--- src/rtl/mouse_position_tracker.sv ---
// PS/2 mouse packet consumer: turns raw packets into clamped absolute screen
// coordinates, button status, a sticky IRQ and a saturating drop counter.
module mouse_position_tracker #(
  parameter int MOUSE_LIMIT_X = 160,
  parameter int MOUSE_LIMIT_Y = 120,
  parameter bit INVERT_Y      = 1'b1
) (
  input  logic       CLK,
  input  logic       RESET,
  input  logic [7:0] MOUSE_STATUS_RAW,
  input  logic [7:0] MOUSE_DX_RAW,
  input  logic [7:0] MOUSE_DY_RAW,
  input  logic       PACKET_VALID,
  output logic [7:0] MOUSE_X,
  output logic [7:0] MOUSE_Y,
  output logic [3:0] MOUSE_STATUS,
  output logic       IRQ,
  input  logic       IRQ_ACK,
  output logic [7:0] DROP_COUNT
);

  typedef struct packed {
    logic [7:0] status;
    logic [7:0] dx;
    logic [7:0] dy;
  } packet_t;

  typedef enum logic [1:0] {IDLE, CALC_X, CALC_Y, COMMIT} state_t;

  localparam logic signed [9:0] X_MAX = 10'(MOUSE_LIMIT_X - 1);
  localparam logic signed [9:0] Y_MAX = 10'(MOUSE_LIMIT_Y - 1);

  state_t     state_q, state_d;
  packet_t    work_q, work_d;
  packet_t    pend_q, pend_d;
  logic       pend_full_q, pend_full_d;
  logic [7:0] x_q, x_d, y_q, y_d;
  logic [7:0] x_next_q, x_next_d, y_next_q, y_next_d;
  logic [2:0] btn_q, btn_d;
  logic       err_q, err_d;
  logic       irq_q, irq_d;
  logic [7:0] drop_q, drop_d;

  logic [1:0]        drop_inc;
  logic [8:0]        drop_sum;
  logic signed [9:0] sum_x, sum_y;
  packet_t           raw;

  // 9-bit two's-complement delta, zeroed when the axis overflowed.
  function automatic logic signed [9:0] axis_delta(input logic sign, input logic ovf,
                                                   input logic [7:0] mag);
    return ovf ? 10'sd0 : $signed({sign, sign, mag});
  endfunction

  function automatic logic [7:0] clamp_axis(input logic signed [9:0] sum,
                                            input logic signed [9:0] hi);
    if (sum[9])        return 8'd0;
    else if (sum > hi) return hi[7:0];
    else               return sum[7:0];
  endfunction

  assign raw   = '{status: MOUSE_STATUS_RAW, dx: MOUSE_DX_RAW, dy: MOUSE_DY_RAW};
  assign sum_x = $signed({2'b00, x_q}) + axis_delta(work_q.status[4], work_q.status[6], work_q.dx);
  assign sum_y = INVERT_Y ? $signed({2'b00, y_q}) - axis_delta(work_q.status[5], work_q.status[7], work_q.dy)
                          : $signed({2'b00, y_q}) + axis_delta(work_q.status[5], work_q.status[7], work_q.dy);

  always_comb begin
    // NOTE: every signal assigned here gets its hold value first, so no path leaves it unassigned and no latch is inferred.
    state_d     = state_q;
    work_d      = work_q;
    pend_d      = pend_q;
    pend_full_d = pend_full_q;
    x_d         = x_q;
    y_d         = y_q;
    x_next_d    = x_next_q;
    y_next_d    = y_next_q;
    btn_d       = btn_q;
    err_d       = err_q;
    irq_d       = IRQ_ACK ? 1'b0 : irq_q;
    drop_inc    = 2'd0;

    unique case (state_q)
      IDLE: begin
        if (pend_full_q) begin
          work_d      = pend_q;
          pend_full_d = 1'b0;
          state_d     = CALC_X;
        end else if (PACKET_VALID) begin
          work_d  = raw;
          state_d = CALC_X;
        end
      end
      CALC_X: begin
        x_next_d = clamp_axis(sum_x, X_MAX);
        state_d  = CALC_Y;
      end
      CALC_Y: begin
        y_next_d = clamp_axis(sum_y, Y_MAX);
        state_d  = COMMIT;
      end
      COMMIT: begin
        state_d = IDLE;
        if (work_q.status[3]) begin
          x_d   = x_next_q;
          y_d   = y_next_q;
          btn_d = work_q.status[2:0];
          irq_d = 1'b1;
        end else begin
          err_d    = 1'b1;
          drop_inc = drop_inc + 2'd1;
        end
      end
      default: state_d = IDLE;
    endcase

    // A packet not taken straight into the working registers parks in the
    // pending slot; overwriting an unconsumed one counts as a drop.
    if (PACKET_VALID && !(state_q == IDLE && !pend_full_q)) begin
      if (pend_full_q && state_q != IDLE) drop_inc = drop_inc + 2'd1;
      pend_d      = raw;
      pend_full_d = 1'b1;
    end

    drop_sum = {1'b0, drop_q} + {7'b0, drop_inc};
    drop_d   = drop_sum[8] ? 8'hFF : drop_sum[7:0];
  end

  // NOTE: state updates use non-blocking assignments so every flop samples pre-edge values.
  always_ff @(posedge CLK) begin
    if (RESET) begin
      state_q     <= IDLE;
      pend_full_q <= 1'b0;
      x_q         <= 8'(MOUSE_LIMIT_X / 2);
      y_q         <= 8'(MOUSE_LIMIT_Y / 2);
      btn_q       <= 3'd0;
      err_q       <= 1'b0;
      irq_q       <= 1'b0;
      drop_q      <= 8'd0;
    end else begin
      state_q     <= state_d;
      pend_full_q <= pend_full_d;
      x_q         <= x_d;
      y_q         <= y_d;
      btn_q       <= btn_d;
      err_q       <= err_d;
      irq_q       <= irq_d;
      drop_q      <= drop_d;
    end
  end

  // NOTE: payload registers carry no reset; they are only read after being loaded under valid/full control.
  always_ff @(posedge CLK) begin
    work_q   <= work_d;
    pend_q   <= pend_d;
    x_next_q <= x_next_d;
    y_next_q <= y_next_d;
  end

  assign MOUSE_X      = x_q;
  assign MOUSE_Y      = y_q;
  assign MOUSE_STATUS = {err_q, btn_q};
  assign IRQ          = irq_q;
  assign DROP_COUNT   = drop_q;

endmodule

--- config.mk ---
export PLATFORM = sky130hd
export DESIGN_NAME = mouse_position_tracker
export DESIGN_NICKNAME = d
export VERILOG_FILES = /design/src/rtl/mouse_position_tracker.sv
export SDC_FILE = /design/constraint.sdc
export NUM_CORES = 1
export LEC_CHECK = 0
export CAP_MARGIN = 40
export CORE_MARGIN = 5
export CORE_UTILIZATION = 40
export CTS_CLUSTER_DIAMETER = 30
export DETAILED_ROUTE_END_ITERATION = 16
export PLACE_DENSITY = 0.58
export SYNTH_ARGS = -nofsm -noshare
export SYNTH_HDL_FRONTEND = slang
export SYNTH_SLANG_ARGS = --single-unit
--- constraint.sdc ---
create_clock -name CLK -period 13.42 [get_ports CLK]
set_input_delay 1.342 -clock CLK [delete_from_list [all_inputs] [get_ports CLK]]
set_output_delay 1.342 -clock CLK [all_outputs]
set_load 0.01 [all_outputs]
==> metrics <==
outcome=completed; Syn-to-layout area delta=23.1%; synthesized area=0.00461 mm^2; Setup crit start kind=input port; simple-gate portion of the synthesized area=13.0%; CP max-delay cell=clkdlybuf4s50_1; die width=117 um; Worst Slack Setup Final=10.08 ns; Post CTS Setup Buffer Count=0; depth of the CTS H-tree=3; library cells used by synthesis=53; Critical Path End Type=flip-flop; drt via density=5.02; Cell Rows=39; Adder-Cell Fraction of Synth Area=7.81%; Net Count, Synth=451; fill cell count=1033; final hold slack=0.455 ns; NumNets Final=511; Reg2Reg Setup Slack=10.61 ns; P_leak=2.06 nW; Inst Count DP=588; final wirelength=8920 um; DP Worst Slack=9.70 ns; root buf cell=clkbuf_16; CP required=13.64 ns; initial drt markers=161; ant diodes=0; relative slew slack=48.8%; Final Hold Viols=0; die height=117 um; Yosys reg bits=96; first-pass GRT wire length=15300 um; pwr/cell area=194 mW/mm^2; max_cap viols=0; Skew-Pair Late Insertion Delay=0.34 ns; Num CTS Buffers=9; commonest non-fill, non-tap cells in the layout=edfxtp_1 (64), clkdlybuf4s50_1 (56), nand2_1 (52); Residual DRC=0; Slew Viols, Final=0; post-synthesis sequential area ratio=55.6%; IO Count=57; FF-to-FF End=y_next_q[3]; non-filler cells, final=604; Worst-Margin Slew=0.766 ns; Setup Skew=0.00674 ns; HPWL Detailed=6700 um; Peak Freq=0.299 GHz; HP Class=flip-flop to flip-flop; fin crit share=24.9%; GPL Wtd Cong=0.794; crit path max fanout=3; min-delay src=btn_q[1]; Sink Count=96; Cells after Synth=396; Worst VDD drop=0.000100 V; xor/xnor share of the synthesized area=3.04%; CP Class=input port to flip-flop; cts hold-fix bufs=0; WL/cell=14.8 um; total negative slack=0 ns; most common cell after layout, fill and taps aside=edfxtp_1; CP Launch Point=PACKET_VALID; fraction of layout cells with a size suffix above 1=12.4%; combinational family with the most area after synthesis=simple AND/OR/NAND/NOR gates; largest net degree at the start of global routing=26; GR Util All Layers=13.6%; Critical Path AT=3.56 ns; PortBufs=56; RSZ-0062 raised after global routing=false; Yosys warning total=0; Final ANT Viol Nets=0; crit-path cells=clkdlybuf4s50_1 > a21boi_2 > mux2_2 > ha_1 > inv_1 > fa_1 > or2_2 > nor4b_1 > nor3_1; via count=3030; Synth Area in Compound Gates=11.8%; clock power share=24.6%; Reg2Reg Launch Point=work_q[23]; worst reg2reg path depth=10; critical path endpoint=DROP_COUNT[6]; Clock transition at path regs=0.06 ns; combinational power share=33.4%; asr flop ratio synth=0%; DR pass1 iterations=4; total core area=0.0114 mm^2; Util after Layout=49.9%; sequential power share=42.0%; vias in the first global route=3051; Resized cells post-CTS=0; syn_area_per_cell=11.6 um^2; EDFF count, synth=64; Die ar.=0.0138 mm^2; initial antenna violation count=0; multiplexer area fraction after synthesis=6.32%; Initial Utilization=40.6%; critical path's largest stage delay=0.50 ns; internal power=0.757 mW; main flop type after synthesis=edfxtp_1; Psw=0.346 mW; grt ovf=0; CTS tree=built; CTS max path bufs=2; Period minus WS final=3.34 ns; Sw Share=31.4%; final setup fails=0
power by group through the flow:
stage	Combinational (mW)	Sequential, mW	Clock, mW
final	0.368	0.463	0.271
after global routing	0.419	0.471	0.294
after CTS	0.373	0.465	0.281
after detailed placement	0.371	0.471	0
after global placement	0.357	0.472	0
after floorplan	0.281	0.460	0
synth_stat cells (9+ instances only):
cell       n  area share (%)
nand2b_1  17             2.3
ha_1      24             6.5
a21oi_1   39             4.2
mux2_2    25             6.1
edfxtp_1  64              42
inv_1     16             1.3
nor2_1    15             1.2
nor2b_1   15             2.0
xor2_1     9             1.7
nand2_1   52             4.2
dfxtp_1   32              14
worst min-delay path by stage:
stage,depth (start not counted),slack [ns],end
floorplan,2,0.43,MOUSE_X[4]
global placement,2,0.44,btn_q[0]
detailed placement,2,0.45,btn_q[1]
CTS,2,0.46,btn_q[1]
global route,2,0.47,btn_q[1]
finish,2,0.46,btn_q[1]
per-stage QoR:
step	cell area [um^2]	power [mW]
finish	5680	1.10
global route	5680	1.18
CTS	5680	1.12
detailed placement	5360	0.842
global placement	5330	0.830
floorplan	4610	0.740
cells by family (layout without fill, tap and decap cells):
logic type	Yosys count	in the layout
compound gates	80	80
xor+xnor	16	16
fa+ha+maj	27	27
buf+inv	27	92
flops	96	96
mux	26	26
other cells	1	1
simple gates	123	123
per-layer routing:
metal	GRT usage [%]	vias up	wire length, um
met5	0	-	0
met1	18.4	1423	4300
met4	5.00	0	114
li1	-	1536	-
met3	3.71	8	452
met2	20.9	63	4050
critical path, delay by kind of cell:
kind	cells	cell delay, ns
and+or+nand+nor	3	0.72
adders and majority gates	2	0.57
AOI/OAI and AO/OA	1	0.21
muxes	1	0.17
buffers and inverters	2	0.55
area by class of cell:
class / instances / area, um^2 / area share (%)
multi-input cells: 273 / 1950 / 34.3
inverters: 16 / 60.1 / 1.06
repair buffers: 60 / 606 / 10.7
clock buffers: 9 / 225 / 3.97
clock inverters: 7 / 96.3 / 1.70
flip-flops and latches: 96 / 2560 / 45.1
well taps: 143 / 179 / 3.15
sequential cells by signal, summed over array words and instances (netlist names):
name / count
err_q: 1
x_next_q: 8
y_next_q: 8
pend_full_q: 1
IRQ: 1
MOUSE_Y: 8
MOUSE_X: 8
state_q: 2
DROP_COUNT: 8
btn_q: 3
pend_q: 24
work_q: 24
(Power assumes the default switching activity.)
